==> src/rtl/nn_load_ctrl_if.sv <==
// Stream and memory-bus bundle for nn_load_ctrl.
//   Stream : in_valid, in_data (producer -> controller), in_ready (controller -> producer)
//   Weight : w_addr, w_data, w_sel, w_rw (controller -> weight mem_sys)
//   Input  : x_addr, x_data, x_sel, x_rw (controller -> input mem_sys)
// master = controller side, slave = stream producer / memory side.
interface nn_load_ctrl_if #(
  parameter int W_ADDR_LEN = 20,
  parameter int X_ADDR_LEN = 10,
  parameter int W_SEL_LEN  = 2,
  parameter int X_SEL_LEN  = 2
);
  logic                  in_valid;
  logic                  in_data;
  logic                  in_ready;
  logic [W_ADDR_LEN-1:0] w_addr;
  logic                  w_data;
  logic [W_SEL_LEN-1:0]  w_sel;
  logic [1:0]            w_rw;
  logic [X_ADDR_LEN-1:0] x_addr;
  logic                  x_data;
  logic [X_SEL_LEN-1:0]  x_sel;
  logic [1:0]            x_rw;

  modport master (
    input  in_valid, in_data,
    output in_ready,
    output w_addr, w_data, w_sel, w_rw,
    output x_addr, x_data, x_sel, x_rw
  );

  modport slave (
    output in_valid, in_data,
    input  in_ready,
    input  w_addr, w_data, w_sel, w_rw,
    input  x_addr, x_data, x_sel, x_rw
  );
endinterface

==> src/rtl/nn_load_ctrl.sv <==
// Load/compute sequencer for the binarized NN datapath.
// Takes a 1-bit valid/ready stream, writes w_len bits into each of N_WBANK
// weight banks, then x_len bits into input bank 0, then pulses start_compute
// and waits for compute_done before returning to idle.
// Ports:
//   clk, rst       : clock, synchronous active-high reset
//   load_start     : run request, honoured only when idle
//   w_len, x_len   : bits per weight bank / input bank, sampled on accept
//   bus            : stream handshake plus weight and input write buses
//   start_compute  : one-cycle pulse to compute_module
//   compute_done   : completion from compute_module (level or pulse)
//   busy           : high whenever not idle
//   done           : one-cycle pulse at end of run
//   err            : one-cycle pulse when load_start has a zero length
module nn_load_ctrl #(
  parameter int W_ADDR_LEN = 20,
  parameter int X_ADDR_LEN = 10,
  parameter int W_SEL_LEN  = 2,
  parameter int X_SEL_LEN  = 2,
  parameter int N_WBANK    = 4
) (
  input  logic                  clk,
  input  logic                  rst,
  input  logic                  load_start,
  input  logic [W_ADDR_LEN-1:0] w_len,
  input  logic [X_ADDR_LEN-1:0] x_len,
  nn_load_ctrl_if.master        bus,
  output logic                  start_compute,
  input  logic                  compute_done,
  output logic                  busy,
  output logic                  done,
  output logic                  err
);

  typedef enum logic [2:0] {
    IDLE,
    LOAD_W,
    LOAD_X,
    START,
    WAIT_DONE
  } state_t;

  localparam logic [W_SEL_LEN-1:0] LAST_BANK = W_SEL_LEN'(N_WBANK - 1);

  state_t                state;
  logic [W_ADDR_LEN-1:0] cnt;
  logic [W_SEL_LEN-1:0]  bank;
  // Terminal counts are latched as length-1 so the beat compare is a plain equality.
  logic [W_ADDR_LEN-1:0] w_last;
  logic [X_ADDR_LEN-1:0] x_last;
  logic                  beat;

  assign bus.in_ready = (state == LOAD_W) || (state == LOAD_X);
  assign beat         = bus.in_valid & bus.in_ready;

  always_ff @(posedge clk) begin
    if (rst) begin
      state         <= IDLE;
      cnt           <= '0;
      bank          <= '0;
      w_last        <= '0;
      x_last        <= '0;
      bus.w_addr    <= '0;
      bus.w_data    <= 1'b0;
      bus.w_sel     <= '0;
      bus.w_rw      <= 2'b00;
      bus.x_addr    <= '0;
      bus.x_data    <= 1'b0;
      bus.x_sel     <= '0;
      bus.x_rw      <= 2'b00;
      start_compute <= 1'b0;
      busy          <= 1'b0;
      done          <= 1'b0;
      err           <= 1'b0;
    end else begin
      // Strobes and pulses default low; address/select/data hold between beats.
      bus.w_rw      <= 2'b00;
      bus.x_rw      <= 2'b00;
      start_compute <= 1'b0;
      done          <= 1'b0;
      err           <= 1'b0;

      unique case (state)
        IDLE: begin
          if (load_start) begin
            if ((w_len == '0) || (x_len == '0)) begin
              err <= 1'b1;
            end else begin
              w_last <= w_len - W_ADDR_LEN'(1);
              x_last <= x_len - X_ADDR_LEN'(1);
              cnt    <= '0;
              bank   <= '0;
              busy   <= 1'b1;
              state  <= LOAD_W;
            end
          end
        end

        LOAD_W: begin
          if (beat) begin
            bus.w_addr <= cnt;
            bus.w_data <= bus.in_data;
            bus.w_sel  <= bank;
            bus.w_rw   <= 2'b01;
            if (cnt == w_last) begin
              cnt <= '0;
              if (bank == LAST_BANK) begin
                bank  <= '0;
                state <= LOAD_X;
              end else begin
                bank <= bank + W_SEL_LEN'(1);
              end
            end else begin
              cnt <= cnt + W_ADDR_LEN'(1);
            end
          end
        end

        LOAD_X: begin
          if (beat) begin
            bus.x_addr <= cnt[X_ADDR_LEN-1:0];
            bus.x_data <= bus.in_data;
            bus.x_sel  <= '0;
            bus.x_rw   <= 2'b01;
            if (cnt[X_ADDR_LEN-1:0] == x_last) begin
              // start_compute is raised on the same edge as the last x strobe,
              // so the START state is exactly the pulse cycle.
              cnt           <= '0;
              start_compute <= 1'b1;
              state         <= START;
            end else begin
              cnt <= cnt + W_ADDR_LEN'(1);
            end
          end
        end

        START: begin
          state <= WAIT_DONE;
        end

        WAIT_DONE: begin
          if (compute_done) begin
            done  <= 1'b1;
            busy  <= 1'b0;
            state <= IDLE;
          end
        end

        default: begin
          busy  <= 1'b0;
          state <= IDLE;
        end
      endcase
    end
  end

endmodule

==> src/flat_wrapper.sv <==
// flat-port wrapper written by rule: the top's interface ports become plain ports
module nn_load_ctrl_flat 
#(
  parameter int W_ADDR_LEN = 20,
  parameter int X_ADDR_LEN = 10,
  parameter int W_SEL_LEN  = 2,
  parameter int X_SEL_LEN  = 2,
  parameter int N_WBANK    = 4
)
  (clk, rst, load_start, w_len, x_len, start_compute, compute_done, busy, done, err, bus_in_valid, bus_in_data, bus_in_ready, bus_w_addr, bus_w_data, bus_w_sel, bus_w_rw, bus_x_addr, bus_x_data, bus_x_sel, bus_x_rw);
  nn_load_ctrl_if #(.W_ADDR_LEN(W_ADDR_LEN), .X_ADDR_LEN(X_ADDR_LEN), .W_SEL_LEN(W_SEL_LEN), .X_SEL_LEN(X_SEL_LEN)) bus_i ();
  input  logic clk;
  input  logic rst;
  input  logic load_start;
  input  logic [W_ADDR_LEN-1:0] w_len;
  input  logic [X_ADDR_LEN-1:0] x_len;
  output logic start_compute;
  input  logic compute_done;
  output logic busy;
  output logic done;
  output logic err;
  input wire logic [$bits(bus_i.in_valid)-1:0] bus_in_valid;
  input wire logic [$bits(bus_i.in_data)-1:0] bus_in_data;
  output wire logic [$bits(bus_i.in_ready)-1:0] bus_in_ready;
  output wire logic [$bits(bus_i.w_addr)-1:0] bus_w_addr;
  output wire logic [$bits(bus_i.w_data)-1:0] bus_w_data;
  output wire logic [$bits(bus_i.w_sel)-1:0] bus_w_sel;
  output wire logic [$bits(bus_i.w_rw)-1:0] bus_w_rw;
  output wire logic [$bits(bus_i.x_addr)-1:0] bus_x_addr;
  output wire logic [$bits(bus_i.x_data)-1:0] bus_x_data;
  output wire logic [$bits(bus_i.x_sel)-1:0] bus_x_sel;
  output wire logic [$bits(bus_i.x_rw)-1:0] bus_x_rw;
  assign bus_i.in_valid = bus_in_valid;
  assign bus_i.in_data = bus_in_data;
  assign bus_in_ready = bus_i.in_ready;
  assign bus_w_addr = bus_i.w_addr;
  assign bus_w_data = bus_i.w_data;
  assign bus_w_sel = bus_i.w_sel;
  assign bus_w_rw = bus_i.w_rw;
  assign bus_x_addr = bus_i.x_addr;
  assign bus_x_data = bus_i.x_data;
  assign bus_x_sel = bus_i.x_sel;
  assign bus_x_rw = bus_i.x_rw;
  nn_load_ctrl #(.W_ADDR_LEN(W_ADDR_LEN), .X_ADDR_LEN(X_ADDR_LEN), .W_SEL_LEN(W_SEL_LEN), .X_SEL_LEN(X_SEL_LEN), .N_WBANK(N_WBANK)) u_core (.clk(clk), .rst(rst), .load_start(load_start), .w_len(w_len), .x_len(x_len), .bus(bus_i), .start_compute(start_compute), .compute_done(compute_done), .busy(busy), .done(done), .err(err));
endmodule
==> config.mk <==
export PLATFORM = sky130hd
export DESIGN_NAME = nn_load_ctrl_flat
export DESIGN_NICKNAME = d
export VERILOG_FILES = /design/src/rtl/nn_load_ctrl_if.sv /design/src/rtl/nn_load_ctrl.sv /design/src/flat_wrapper.sv
export SDC_FILE = /design/constraint.sdc
export NUM_CORES = 1
export LEC_CHECK = 0
export CAP_MARGIN = 20
export CORE_MARGIN = 2
export CORE_UTILIZATION = 48
export CTS_CLUSTER_SIZE = 12
export DETAILED_ROUTE_END_ITERATION = 12
export GPL_ROUTABILITY_DRIVEN = 0
export PLACE_DENSITY = 0.75
export SLEW_MARGIN = 20
export SYNTH_ARGS = -nofsm -noshare
export SYNTH_HDL_FRONTEND = slang
export SYNTH_SLANG_ARGS = --single-unit
export TNS_END_PERCENT = 10
==> constraint.sdc <==
create_clock -name clk -period 2.25 [get_ports clk]
set_input_delay 0.225 -clock clk [delete_from_list [all_inputs] [get_ports clk]]
set_output_delay 0.225 -clock clk [all_outputs]
set_load 0.02 [all_outputs]
==> out/results.tsv <==
stage	metric	value	unit
finish	# diodes	0	
die	Core ar.	9819	um2
power	Switching Fraction	33.87	%
setup_path	R2R cell count	10	
setup_path	Largest delay share family, worst path	simple AND/OR/NAND/NOR gates	
die	starting density of the core	49.89	%
detailed_routing	number of DRC markers in iteration 0	239	
grt	first-pass GRT wire length	20110	um
timing	Setup-failing EPs final	0	
clocking	clock latency on the worst-skew pair	0.36	ns
setup_path	slowest CP cell	or4_1	
finish	Final Cell Area	6613	um2
detailed_routing	drt drc	0	
clocking	Clock Path Buffers	2	
placed_design	HPWL after DPL	9438	um
logic_synthesis	Yosys cell types	64	
clocking	H-tree levels	3	
logic_synthesis	Synth Instances	593	
finish	final net count	766	
logic_synthesis	commonest cells in the netlist	dfxtp_1, nand2_1, nor2_1	
power	Comb pwr share	33.9	%
clocking	Sink Count	95	
die	Die Y	105.0	um
timing	Worst Tran Pin Value	0.5127	ns
setup_path	WS Path Type	in2reg	
setup_path	cells along the critical path	clkdlybuf4s50_1, or4_1, nor4_4, a311oi_4, or2_4, buf_4, nand4b_1, a31oi_1	
placed_design	PortBufs	76	
die	die width	105.0	um
die	FP Rows	36	
timing	fin crit share	97.95	%
detailed_routing	drt first pass iters	5	
timing	Fmax	0.4537	GHz
logic_synthesis	largest area contributor in the netlist	dfxtp_1	
grt	largest net degree at the start of global routing	41	
finish	share of cells above drive strength 1	19.75	%
logic_synthesis	top cells by area, synth	dfxtp_1, nand2_1, xnor2_1	
die	# IOs	81	
setup_path	worst-path maximum fanout	8	
power	NetSw	0.001721	W
clocking	CTS tree	built	
timing	Setup Skew	0.009637	ns
setup_path	Worst path depth	8	
setup_path	crit start category	input pin	
logic_synthesis	Main synth FF type	dfxtp_1	
power	Reg power frac	39.7	%
setup_path	highest cell delay on the worst timing path	0.68	ns
grt	vias in the first global route	4379	
timing	crit path time final	2.204	ns
timing	relative slew slack	65.78	%
logic_synthesis	Ys Warns	0	
power	maximum vdd drop	439.2	uV
power	Clk network pwr share	26.5	%
power	overall power	0.005080	W
logic_synthesis	register area share after synthesis	38.83	%
run_status	status	completed	
power	Pleak	2.367	nW
logic_synthesis	mean area per synthesized cell	8.260	um2
grt	initial antenna violation count	0	
power	Pint	0.003360	W
finish	Final Non-Filler Cells	862	
detailed_routing	Vias	4668	
logic_synthesis	fraction of registers with async set or reset after synthesis	0	%
clocking	clock transition at the registers of the reported paths	0.09	ns
die	Die ar.	11030	um2
timing	RSZ-0062 raised after global routing	true	
grt	GRT Util Overall	22.16	%
clocking	cts bufs inserted	9	
setup_path	critical path endpoint category	register	
setup_path	WP data required	2.48	ns
placed_design	Inst Count DP	846	
run	max-cap viol count	0	
timing	Final Hold Viols	0	
detailed_routing	final WL	12350	um
detailed_routing	Avg WL per Cell	14.33	um
logic_synthesis	EDFF count, synth	0	
grt	grt total ovfl	0	
clocking	clk root buf	clkbuf_8	
placed_design	placed cell area	6320	um2
logic_synthesis	Yosys reg bits	95	
logic_synthesis	Synth Cell Area	4898	um2
power	Power Density	768.3	nW/um2
logic_synthesis	post-synth top area share	38.83	%
timing	Slew Viols, Final	0	
finish	Layout area overhead	34.99	%
setup_path	worst path arrival time	2.43	ns
setup_path	Buf/Inv on CP	2	
min_path	Hold Crit Class	in2reg	
detailed_routing	via/cell ratio	5.415	
min_path	Hold Path Cell Cnt	2	
clocking	cts hold-fix bufs	0	
detailed_routing	Final ANT Viol Nets	0	
[what timing repair did]
item / 4_1_cts / 5_1_grt
endpoints found under the setup margin: 3 / 38
gates resized for setup: 1 / 13
buffers inserted: 0 / 0
pin swaps: 1 / 2
[final cells by class]
cell class	count	area, um2
clock buffer	9	123.9
tap	133	166.4
timing repair buffer	169	1470
multi-input combinational	437	2779
sequential	95	1907
inverter	12	45.04
clock inverter	7	121.4
fill	853	3207
[cells by family (layout without fill, tap and decap cells)]
logic type               Yosys count  in the layout  share of synthesized area, %
AND/OR/NAND/NOR                  256            256                         27.18
AO/OA/AOI/OAI                    119            119                         17.06
flip-flops                        95             95                         38.82
buffers and inverters             64            197                         6.028
XOR/XNOR                          52             52                         9.297
adder cells (fa/ha/maj)            6              6                         1.533
other                              1              4                       0.07655
[metrics by stage]
stage	TNS, ns	hold slack [ns]	utilization [%]	setup slack, ns
finish	0	0.3097	67.34	0.04609
global route	-0.03771	0.3129	67.34	-0.01636
CTS	0	0.2981	66.91	0.004728
detailed placement	-15.46	0.4465	64.36	-0.3922
global placement	-11.93	0.4412	64.36	-0.3201
floorplan	0	0.3206	-	0.05967
[layout by cell type (no fill, tap or decap), drive strengths merged, types with 17 or more instances in the layout]
cell            n
nor2           56
nand3          19
nand2          95
a211oi         27
xor2           17
dfxtp          95
xnor2          35
buf            94
clkdlybuf4s50  75
a21oi          46
[sequential cells by signal (all words and copies together) (netlist names)]
| signal | cells |
|---|---|
| u_core.bank | 2 |
| u_core.bus.w_addr | 20 |
| u_core.bus.w_data | 1 |
| u_core.bus.w_rw | 1 |
| u_core.bus.w_sel | 2 |
| u_core.bus.x_addr | 10 |
| u_core.bus.x_data | 1 |
| u_core.bus.x_rw | 1 |
| u_core.busy | 1 |
| u_core.cnt | 20 |
| u_core.done | 1 |
| u_core.err | 1 |
| u_core.start_compute | 1 |
| u_core.state | 3 |
| u_core.w_last | 20 |
| u_core.x_last | 10 |
[power by group through the flow]
stage          Combinational (W)  Sequential [W]  Clock (W)
6_report                 0.00172         0.00202    0.00134
4_1_cts                  0.00169         0.00201    0.00136
2_1_floorplan            0.00109         0.00200          0
3_5_place_dp             0.00168         0.00205          0
5_1_grt                  0.00189         0.00203    0.00143
3_3_place_gp             0.00164         0.00204          0
[final timing paths]
check | start | end | slack (ns)
max | w_len[11] | u_core.cnt[5] | 0.05
min | rst | u_core.bus.w_addr[14] | 0.31
max reg2reg | u_core.cnt[4] | u_core.cnt[13] | 0.11
min reg2reg | u_core.bus.w_data | u_core.bus.w_data | 0.46
[worst register-to-register path: cells and delay by family (launching register included)]
kind,cells,cell delay (ns)
compound gates,2,0.56
flops,1,0.45
xor+xnor,1,0.07
buf+inv,4,0.77
simple gates,3,0.22
[layer usage]
metal	global-route usage (%)	up-vias	share of wire (%)
li1	-	2345	-
met1	28.61	2161	46
met2	36.92	151	47
met3	5.240	11	6.4
met4	6.190	0	1.2
met5	0	-	0
No activity file was read; power rests on OpenSTA's default activity.
